[config.mk]
export PLATFORM = sky130hd
export DESIGN_NAME = sweep_settle_timer
export DESIGN_NICKNAME = d
export VERILOG_FILES = /design/src/rtl/logic_sweep_checker_settle_timer.sv
export SDC_FILE = /design/constraint.sdc
export NUM_CORES = 1
export LEC_CHECK = 0
export BUFFER_PORTS_ARGS = -buffer_cell sky130_fd_sc_hd__buf_2
export CAP_MARGIN = 20
export CORE_AREA = 8 8 45 47
export CTS_BUF_LIST = sky130_fd_sc_hd__clkbuf_4
export CTS_CLUSTER_DIAMETER = 60
export DETAILED_ROUTE_END_ITERATION = 10
export DIE_AREA = 0 0 53 55
export PLACE_DENSITY_LB_ADDON = 0.25
export SLEW_MARGIN = 20
export SYNTH_ARGS = -nofsm -noshare
export SYNTH_HDL_FRONTEND = slang
export SYNTH_SLANG_ARGS = --single-unit
[constraint.sdc]
create_clock -name clk -period 3.9 [get_ports clk]
set_clock_uncertainty 0.1 [all_clocks]
set_input_delay 0.195 -clock clk [delete_from_list [all_inputs] [get_ports clk]]
set_output_delay 0.195 -clock clk [all_outputs]
set_load 0.02 [all_outputs]
[src/rtl/logic_sweep_checker_settle_timer.sv]
// Settle-time down counter: load has priority, decrement saturates at zero.
// Ports: clk, rst_n, load_i, dec_i, load_val_i[W], zero_c_o (combinational zero flag)
module sweep_settle_timer #(
   parameter int unsigned W = 4
) (
   input  logic         clk,
   input  logic         rst_n,
   input  logic         load_i,
   input  logic         dec_i,
   input  logic [W-1:0] load_val_i,
   output logic         zero_c_o
);

   logic [W-1:0] count_q;
   logic [W-1:0] count_d;

   // next count
   always_comb begin
      count_d = count_q;
      if (load_i) begin
         count_d = load_val_i;
      end else if (dec_i && (count_q != '0)) begin
         count_d = count_q - W'(1);
      end
   end

   always_ff @(posedge clk or negedge rst_n) begin
      if (!rst_n) begin
         count_q <= '0;
      end else begin
         count_q <= count_d;
      end
   end

   assign zero_c_o = (count_q == '0);

endmodule

==> summary.md, run 1 <==
| Metric | Value |
|---|---|
| Outcome | complete, no violations |
| Via count | 238 |
| Setup ws final | ~2.2 ns |
| Leak | ~0.16 nW |
| Port Buffers | 8 |
| Proportion of synthesized area in mux cells | 0% |
| DRT met1 WL | 238 microns |
| Area Overhead vs Synth | 30.1% |
| Synth Area in XOR/XNOR | 0% |
| Primary FF master, synth | dfrtp_1 |
| Synth Area in Simple Gates | 30.1% |
| Synth top area cells | dfrtp_1 37%, nor4b_2 5.6%, ha_1 4.6% |
| Site Rows | 14 |
| Worst path top cell family by delay | flip-flops |
| HP Class | primary input to flip-flop |
| H-tree depth | 1 |
| Grt ovf | 0 |
| Slowest stage delay, CP | 0.40 ns |
| Synth warn | 0 |
| Async SR Flop Fraction | 100% |
| Post-Syn Area | around 270 sq um |
| Post-synthesis cell type count | 18 |
| DR WL met3 | around 22 microns |
| Antenna diodes | 0 |
| Largest reg by FF count | count_q |
| Largest family of logic cells by synthesized area | simple AND/OR/NAND/NOR gates |
| Die area | 2920 sq um |
| Vias per cell | roughly 4.4 |
| Max_slew headroom | 81.2% |
| Final Hold Vio Count | 0 |
| Initial antenna violation count | 0 |
| Final wirelength | 552 microns |
| Compound-Gate Fraction of Synth Area | between 15 and 20% |
| DRT antenna net count | 0 |
| WP data arrival | 1.40 ns |
| Met2 WL post-DR | ~260 microns |
| Vias in the first global route | 259 |
| # IOs | 9 |
| Die Width | 53 microns |
| Cts bufs inserted | 3 |
| Top flop regs | count_q x4 |
| Clock Sink Count | 4 |
| Gate Count Post-Synth | 27 |
| PD cells | 369 nW/um^2 |
| Worst skew pair latency | roughly 0.23 ns |
| Die Ht | 55 microns |
| Max FFs per register | 4 |
| First-pass GRT wire length | 1010 microns |
| Pin count of the biggest net entering global routing | 11 |
| Crit-path slowest cell | dfrtp_1 |
| Clk slew on worst S/H paths | 0.04 ns |
| Worst slew pin tran | approximately 0.28 ns |
| Max FO, Critical Path | 5 |
| Count leader, synth | dfrtp_1 |
| Sequential-to-total area share from yosys stat | around 37% |
| Crit path launch | count_q[0]$_DFFE_PN0P_ |
| Flops & latches, synth | 4 |
| Unrepaired setup endpoints after global routing | no |
| Routability cong. | 0.693 |
| Avg Cell Area, Syn | 10.0 sq um |
| IR Drop Worst-Case VDD | 0.000147 V |
| Post-layout min period | ~1.7 ns |
| TritonCTS clock tree | built |
| Final core occ | 25.4% |
| Post-synth EDFFs | 0 |
| Wirelength per Cell | 10.2 microns |
| Endpoints failing setup | 0 |
| Ratio of cells with drive above 1 in the final layout | 36.8% |
| Total track usage | 5.42% |
| Crit path kind | flip-flop to output pin |
| Max-cap violations | 0 |
| Post-Synth Adder-Cell Area | ~4.6% |
| Core area | 1380 sq um |
| Endpoint class of the critical path | output pin |
| Fmax achieved | ~600 MHz |
| Remaining DRCs | 0 |
| NumNets Final | 49 |
| Yosys top cell by area | dfrtp_1 |
| Crit path buffers/inverters | 2 |
| Initial Util | 19.5% |
| Clock root cell | clkbuf_4 |
| Commonest cells in the netlist | 4 x dfrtp_1, 3 x inv_1, 3 x nand2_1 |
| Top Layer Used | met4 |
| Yosys top cell area share | about 37% |
| Dpl ws | between 2 and 2.5 ns |
| Fin crit share | 43.5% |
| Syn_nets | 36 |
| Worst-path cell chain | inv_1, ha_1, nor3b_2, buf_2 |
| Post-CTS resize count | 0 |
| DRT Pass-1 Iters | 4 |
| Hold Path Origin | load_val_i[1] |
| DR iter-0 viols | 7 |
| WP data required | 3.61 ns |
| Final Max Tran Viols | 0 |
| Worst r2r src | count_q[0]$_DFFE_PN0P_ |
| Maximum buffer depth of the clock tree | 2 |
| Setup TNS | 0 ns |
| Critical path launch point type | flip-flop |
| Fillers | 164 |
-- layout make-up --
class	count	area [sq um]	share of cell area (%)
sequential	4	100	28.5
tap	16	20.0	5.69
inverter	3	11.3	3.20
timing repair buffer	9	50.0	14.2
multi-input combinational	19	148	42.0
clock buffer	3	22.5	6.41
-- power breakdown --
group,internal [W],leakage (nW),total [W],switching [W]
clock network,0.0000343,0.0138,0.0000495,0.0000152
logic,0.0000146,0.103,0.0000277,0.0000131
registers,0.0000469,0.0480,0.0000525,0.00000558
total,0.0000958,0.165,0.000130,0.0000338
-- cells by family (layout without fill, tap and decap cells) --
family,Yosys count,in the layout
simple gates,11,11
compound gates,7,7
flops,4,4
buf+inv,4,15
fa+ha+maj,1,1
-- per-stage QoR --
stage | instances | hold slack, ns | power [W] | instance area, sq um
2_1_floorplan | 27 | -0.201 | 0.0000723 | 270
3_3_place_gp | 50 | -0.0957 | 0.0000812 | 319
3_5_place_dp | 50 | -0.0966 | 0.0000807 | 319
4_1_cts | 54 | 0.0677 | 0.000134 | 352
5_1_grt | 54 | 0.0677 | 0.000143 | 352
6_report | 54 | 0.0734 | 0.000130 | 352
-- per-layer routing --
| metal | track usage [%] | vias up |
|---|---|---|
| met5 | 0 | - |
| met3 | 2.41 | 4 |
| met2 | 7.42 | 9 |
| li1 | - | 122 |
| met4 | 9.05 | 0 |
| met1 | 4.74 | 103 |
-- repair_timing --
item	CTS	global route
buffers inserted	0	0
endpoints found under the hold margin	4	0
hold buffers	1	0
-- worst reg2reg max path, cell delays in order (launching register included) --
cell and delay, ns:
dfrtp_1 0.39, inv_1 0.06, ha_1 0.22, nor3b_2 0.19, or4_1 0.42, o211ai_2 0.09
-- final timing paths --
check / endpoint / slack (ns) / depth (start not counted)
setup / recovery: zero_c_o / 2.20 / 4
hold / removal: count_q[1]$_DFFE_PN0P_ / 0.07 / 3
setup reg to reg: count_q[1]$_DFFE_PN0P_ / 2.36 / 5
hold reg to reg: count_q[1]$_DFFE_PN0P_ / 0.53 / 2
max in group asynchronous: count_q[3]$_DFFE_PN0P_ / 3.38 / 2
min in group asynchronous: count_q[1]$_DFFE_PN0P_ / 0.20 / 2
-- cell usage in the layout (no fill, tap or decap) --
cell and n:
or4_1 1, o21ai_0 2, clkbuf_4 3, o211ai_2 1, o21a_1 1, nor3b_1 1
o31a_1 1, nor4b_2 1, inv_1 3, dlygate4sd3_1 1, dfrtp_1 4, buf_2 8
or2b_1 1, a21oi_1 1, and4b_1 1, a221o_1 1, ha_1 1, nand2_1 3
nor3b_2 1, nor3_1 2
Power figures use the tool's default switching activity.
==> run 2: changes to the inputs <==
==> constraint.sdc (replaced) <==
create_clock -name clk -period 1.5 [get_ports clk]
set_clock_uncertainty 0.1 [all_clocks]
set_input_delay 0.075 -clock clk [delete_from_list [all_inputs] [get_ports clk]]
set_output_delay 0.075 -clock clk [all_outputs]
set_load 0.02 [all_outputs]
==> run 2 against run 1 <==
Largest cell class unchanged. Design area grew 21%. Die area is the same. Non-clock buffer count grew 7. Critical path type is now flip-flop to flip-flop. Worst hold slack lost 0.012 ns. Sequential share of layout area shrank 5.0 points. Via count grew 8.4%. Total power grew to 2.9 times the previous value. Largest power group unchanged.
==> summary.md, run 2 (synthesis gave the netlist of run 1 again) <==
| Metric | Value |
|---|---|
| Top flop regs | count_q x4 |
| Fin area | 427 sq um (+21%) |
| Slowest stage delay, CP | 0.52 ns (+0.12 ns) |
| Ratio of cells with drive above 1 in the final layout | 42.2% (+5.4 points) |
| IR Drop Worst-Case VDD | 0.000324 V (+120%) |
| Clock root cell | clkbuf_4 |
| Post-layout min period | 1.47 ns |
| R2r worst-path depth | 4 (-1) |
| First-pass GRT wire length | 1010 microns (-0.69%) |
| NumNets Final | 56 (+14%) |
| Leak | 0.199 nW (+20%) |
| Vias per cell | 4.23 (-4.0%) |
| Min-Delay Path Depth | 3 (unchanged) |
| Commonest non-fill, non-tap cells in the layout | 7 x buf_2, 4 x dfrtp_1, 4 x dlygate4sd3_1, 4 x buf_4 |
| Endpoint class of the critical path | flip-flop |
| Worst skew pair latency | 0.23 ns (about the same) |
| Largest reg by FF count | count_q |
| Max-cap violations | 0 (unchanged) |
| Endpoints failing setup | 0 (unchanged) |
| Leading cell type in the layout, fill and taps excluded | buf_2 |
| Remaining DRCs | 0 (unchanged) |
| Area Overhead vs Synth | 57.9% |
| Port Buffers | 8 (unchanged) |
| Setup TNS | 0 ns (unchanged) |
| Max_slew headroom | 82.8% (+1.6 points) |
| Initial Util | 19.5% (unchanged) |
| Max FO, Critical Path | 2 (-3) |
| Worst-path cell chain | inv_1, ha_2, or4_1, o211ai_2 |
| Final Max Tran Viols | 0 (unchanged) |
| Die area | 2920 sq um (unchanged) |
| Pin count of the biggest net entering global routing | 11 (unchanged) |
| Crit path buffers/inverters | 1 (-1) |
| Critical path launch point type | flip-flop |
| Outcome | complete, no violations |
| Maximum buffer depth of the clock tree | 2 (unchanged) |
| Antenna diodes | 0 (unchanged) |
| DRT antenna net count | 0 (unchanged) |
| Crit-path slowest cell | or4_1 |
| Fillers | 149 (-9.1%) |
| Clock Sink Count | 4 (unchanged) |
| DR iter-0 viols | 5 (-2) |
| WP data arrival | 1.51 ns (+0.11 ns) |
| Clk slew on worst S/H paths | 0.03 ns (about the same) |
| Unrepaired setup endpoints after global routing | yes |
| PD cells | 876 nW/um^2 (+140%) |
| Max FFs per register | 4 (unchanged) |
| Site Rows | 14 (unchanged) |
| Initial antenna violation count | 0 (unchanged) |
| Wirelength per Cell | 9.74 microns (-4.7%) |
| Core area | 1380 sq um (unchanged) |
| Reg-to-reg slack, setup | 0.03 ns (-2.33 ns) |
| TritonCTS clock tree | built |
| Worst slew pin tran | 0.257 ns (-0.0235 ns) |
| Fin crit share | 97.9% |
| H-tree depth | 1 (unchanged) |
| Final wirelength | 594 microns (+7.6%) |
| WP data required | 1.55 ns (-2.06 ns) |
| Grt ovf | 0 (unchanged) |
| Die Ht | 55 microns (unchanged) |
| Vias in the first global route | 254 (-1.9%) |
| Hold Path Sink | count_q[0]$_DFFE_PN0P_ |
| # IOs | 9 (unchanged) |
| Cts bufs inserted | 3 (unchanged) |
| Final Hold Vio Count | 0 (unchanged) |
| Setup ws final | 0.0320 ns (-2.17 ns) |
| Placed Area | 343 sq um (+7.5%) |
| Crit path kind | flip-flop to flip-flop |
| Dpl ws | 0.0311 ns (-2.32 ns) |
| HP Class | primary input to flip-flop |
| Via count | 258 (+8.4%) |
| Hold Path Origin | load_val_i[0] |
| Die Width | 53 microns (unchanged) |
| DRT Pass-1 Iters | 4 (unchanged) |
| Fmax achieved | 681 MHz |
| Routability cong. | 0.716 (+3.4%) |
| Total track usage | 4.87% (-0.55 points) |
| Worst path top cell family by delay | simple AND/OR/NAND/NOR gates |
| Worst r2r src | count_q[1]$_DFFE_PN0P_ |
| Reg2reg end | count_q[1]$_DFFE_PN0P_ |
-- run 2: changes by cell type in the layout (fill, tap and decap cells not counted), sizes merged --
cell and delta:
dlygate4sd3 +3, buf +4
-- run 2: final cells by class --
class	instances	area (sq um)	share of cell area, %
multi-input combinational	19	156	36.7
sequential	4	100	23.5
tap	16	20.0	4.69
clock buffer	3	22.5	5.28
timing repair buffer	16	116	27.3
inverter	3	11.3	2.64
-- run 2: per-stage QoR --
step	util [%]	hold slack [ns]	power [W]	std cells
floorplan	-	-0.321	0.000194	27
detailed placement	24.8	-0.218	0.000229	52
CTS	29.5	0.0594	0.000371	59
global route	30.8	0.0853	0.000407	61
global placement	24.8	-0.216	0.000225	52
finish	30.8	0.0614	0.000374	61
-- run 2: per-layer routing --
| layer | global-route usage (%) | part of all wire [%] | vias to the layer above |
|---|---|---|---|
| li1 | - | - | 136 |
| met1 | 5.50 | 42 | 117 |
| met2 | 7.03 | 50 | 5 |
| met3 | 2.14 | 7.9 | 0 |
| met4 | 3.88 | 0 | 0 |
| met5 | 0 | 0 | - |
-- run 2: timing repair --
item	in CTS	in global routing
gates cloned	0	0
buffers inserted	0	2
gates resized for setup	1	1
endpoints found under the setup margin	1	3
endpoints found under the hold margin	7	0
hold buffers	4	0
-- run 2: power breakdown --
part | internal, W | switching, W | leakage (nW) | total (W)
sequential | 0.000122 | 0.0000129 | 0.0480 | 0.000135
combinational | 0.0000669 | 0.0000452 | 0.137 | 0.000112
clock | 0.0000891 | 0.0000376 | 0.0138 | 0.000127
total | 0.000278 | 0.0000958 | 0.199 | 0.000374
-- run 2: worst max-delay path by stage --
stage | from | end | cells after the start
after floorplan | count_q[0]$_DFFE_PN0P_ | count_q[0]$_DFFE_PN0P_ | 5
after CTS | count_q[1]$_DFFE_PN0P_ | zero_c_o | 4
final | count_q[1]$_DFFE_PN0P_ | count_q[1]$_DFFE_PN0P_ | 4
after global placement | count_q[1]$_DFFE_PN0P_ | count_q[1]$_DFFE_PN0P_ | 4
after global routing | count_q[1]$_DFFE_PN0P_ | zero_c_o | 4
after detailed placement | count_q[1]$_DFFE_PN0P_ | count_q[1]$_DFFE_PN0P_ | 4
-- run 2: tightest hold or removal path: stages --
cell and delay (ns):
buf_2 0.07, or2b_1 0.08, o31a_1 0.12
==> run 3: changes to the inputs <==
--- a/config.mk
+++ b/config.mk
@@ -5,10 +5,11 @@
 export SDC_FILE = /design/constraint.sdc
 export NUM_CORES = 1
 export LEC_CHECK = 0
+export ABC_AREA = 1
 export BUFFER_PORTS_ARGS = -buffer_cell sky130_fd_sc_hd__buf_2
 export CAP_MARGIN = 20
 export CORE_AREA = 8 8 45 47
-export CTS_BUF_LIST = sky130_fd_sc_hd__clkbuf_4
+export CTS_BUF_LIST = sky130_fd_sc_hd__clkbuf_8
 export CTS_CLUSTER_DIAMETER = 60
 export DETAILED_ROUTE_END_ITERATION = 10
 export DIE_AREA = 0 0 53 55
==> run 3 against run 2 <==
Synthesized cell count is 70% higher. Sequential share of layout area increased by 1.2 points. Clock-buffer cell count unchanged. Setup slack improved by 0.12 ns. Largest cell class unchanged. Area after synthesis increased by 9.3%.
==> summary.md, run 3 <==
| Metric | Value |
|---|---|
| Fin area | 407 sq um (-4.7%) |
| Endpoint class of the critical path | output pin |
| # IOs | 9 (unchanged) |
| Post-layout min period | 1.35 ns (-0.115 ns) |
| Max FO, Critical Path | 3 (+1) |
| Final wirelength | 636 microns (+7.1%) |
| Avg Cell Area, Syn | 6.42 sq um (-36%) |
| Worst skew pair latency | 0.21 ns (-0.02 ns) |
| Post-CTS Setup Inserts | 0 (unchanged) |
| Worst slew pin tran | 0.146 ns (-0.111 ns) |
| Max_slew headroom | 90.1% (+7.3 points) |
| Count leader, synth | nand2_1 |
| Die Ht | 55 microns (unchanged) |
| Largest reg by FF count | count_q |
| Via count | 303 (+17%) |
| Gate Count Post-Synth | 46 (+70%) |
| Post-synth EDFFs | 0 (unchanged) |
| Wirelength per Cell | 8.59 microns (-12%) |
| Core area | 1380 sq um (unchanged) |
| Leading cell type in the layout, fill and taps excluded | nand2_1 |
| PD cells | 1260 nW/um^2 (+44%) |
| Crit path kind | flip-flop to output pin |
| Reg-to-reg slack, setup | 0.25 ns (+0.22 ns) |
| Unrepaired setup endpoints after global routing | no |
| WP data required | 1.32 ns (-0.23 ns) |
| Clock root cell | clkbuf_8 |
| DRT antenna net count | 0 (unchanged) |
| Synth warn | 0 (unchanged) |
| Post-CTS resize count | 0 (-1) |
| Placed Area | 355 sq um (+3.6%) |
| Final Max Tran Viols | 0 (unchanged) |
| Setup TNS | 0 ns (unchanged) |
| Max-cap violations | 0 (unchanged) |
| TritonCTS clock tree | built |
| Final Hold Vio Count | 0 (unchanged) |
| Fmax achieved | 739 MHz (+8.5%) |
| DR iter-0 viols | 4 (-1) |
| Top flop regs | count_q x4 |
| Hold buffers post-CTS | 1 (-3) |
| HP Class | primary input to flip-flop |
| Die Width | 53 microns (unchanged) |
| Max FFs per register | 4 (unchanged) |
| Post-Syn Area | 295 sq um (+9.3%) |
| Vias per cell | 4.09 (-3.2%) |
| Maximum buffer depth of the clock tree | 2 (unchanged) |
| Area Overhead vs Synth | 37.7% |
| Sequential-to-total area share from yosys stat | 33.9% (-3.1 points) |
| WP data arrival | 1.18 ns (-0.33 ns) |
| Synth top area cells | dfrtp_1 34%, nand2_1 27%, inv_1 6.4% |
| Fin crit share | 90.2% (-7.7 points) |
| Clk slew on worst S/H paths | 0.03 ns (about the same) |
| DRT Pass-1 Iters | 4 (unchanged) |
| Endpoints failing setup | 0 (unchanged) |
| Cts bufs inserted | 3 (unchanged) |
| Site Rows | 14 (unchanged) |
| Commonest cells in the netlist | 21 x nand2_1, 5 x inv_1, 4 x dfrtp_1 |
| Grt ovf | 0 (unchanged) |
| Hold_ws | 0.0751 ns (+0.0136 ns) |
| Ratio of cells with drive above 1 in the final layout | 27.6% (-15 points) |
| IR Drop Worst-Case VDD | 0.000486 V (+50%) |
| Leak | 0.237 nW (+19%) |
| Flops & latches, synth | 4 (unchanged) |
| Final HPWL DP | 515 microns |
| Power Total | 0.000514 W (+38%) |
| Clock Sink Count | 4 (unchanged) |
| Antenna diodes | 0 (unchanged) |
| Async SR Flop Fraction | 100% (unchanged) |
| Primary FF master, synth | dfrtp_1 |
| Port Buffers | 8 (unchanged) |
| Pin count of the biggest net entering global routing | 9 (-2) |
| Commonest non-fill, non-tap cells in the layout | 21 x nand2_1, 8 x buf_2, 5 x inv_1 |
| First-pass GRT wire length | 1120 microns (+11%) |
| Vias in the first global route | 310 (+22%) |
| Critical path launch point type | flip-flop |
| Routability cong. | 0.763 (+6.5%) |
| Total track usage | 5.15% (+0.27 points) |
| Initial antenna violation count | 0 (unchanged) |
| Yosys top cell by area | dfrtp_1 |
| Initial Util | 21.3% (+1.8 points) |
| H-tree depth | 1 (unchanged) |
| Outcome | complete, no violations |
| Post-synthesis cell type count | 13 (-5) |
| NumNets Final | 69 (+23%) |
| Remaining DRCs | 0 (unchanged) |
| Yosys top cell area share | 33.9% (-3.1 points) |
| Die area | 2920 sq um (unchanged) |
| Syn_nets | 55 (+53%) |
-- run 3: cell types whose count changed in the layout (fill, tap and decap cells not counted), moves of 2 or more --
cell / before / now
nor3_1: 2 / 0
nand3b_1: 0 / 2
inv_1: 3 / 5
dlygate4sd3_1: 4 / 1
nand2_2: 0 / 2
clkbuf_8: 0 / 3
clkbuf_4: 3 / 0
nor2_1: 0 / 2
nand2_1: 3 / 21
buf_4: 4 / 0
nand3_1: 0 / 3
-- run 3: cells by family after synthesis --
kind of cell / synth area share [%]
AND/OR/NAND/NOR: 49.6
buffers and inverters: 8.90
flip-flops: 33.9
AO/OA/AOI/OAI: 3.39
adder cells (fa/ha/maj): 4.24
-- run 3: power breakdown --
group,leakage [nW],switching [W],internal (W)
Combinational,0.166,0.0000857,0.0000588
Clock,0.0216,0.0000484,0.000170
Sequential,0.0489,0.0000196,0.000131
-- run 3: worst max-delay path, cell delays in order (launching register included) --
cell	delay, ns
dfrtp_1	0.37
inv_1	0.10
ha_1	0.21
nand2_2	0.09
inv_1	0.05
buf_2	0.15
-- run 3: layout make-up --
type / count / area (sq um)
inverters: 7 / 26.3
well taps: 16 / 20.0
fillers: 161 / 977
multi-input cells: 35 / 169
repair buffers: 9 / 50.0
flip-flops and latches: 4 / 100
clock buffers: 3 / 41.3
-- run 3: routing by layer --
layer,share of wire [%],GRT usage [%],vias up
met3,7.1,1.34,0
met5,0,0,-
met4,0,5.17,0
li1,-,-,166
met2,50,8.20,6
met1,42,5.35,131
-- run 3: through the flow --
stage                     cells  util [%]  setup slack [ns]
after floorplan              46         -             0.341
after global placement       70      25.7             0.247
after detailed placement     70      25.7             0.241
after CTS                    74      29.4             0.128
after global routing         74      29.4            0.0431
final                        74      29.4             0.147
-- run 3: final timing paths --
kind                            cells after the start                      to                   start
worst max-delay path                                5                zero_c_o  count_q[0]$_DFFE_PN0P_
worst min-delay path                                5  count_q[2]$_DFFE_PN0P_           load_val_i[2]
worst max register to register                      7  count_q[2]$_DFFE_PN0P_  count_q[0]$_DFFE_PN0P_
worst min register to register                      2  count_q[0]$_DFFE_PN0P_  count_q[0]$_DFFE_PN0P_
max in group asynchronous                           2  count_q[0]$_DFFE_PN0P_                   rst_n
min in group asynchronous                           2  count_q[3]$_DFFE_PN0P_                   rst_n
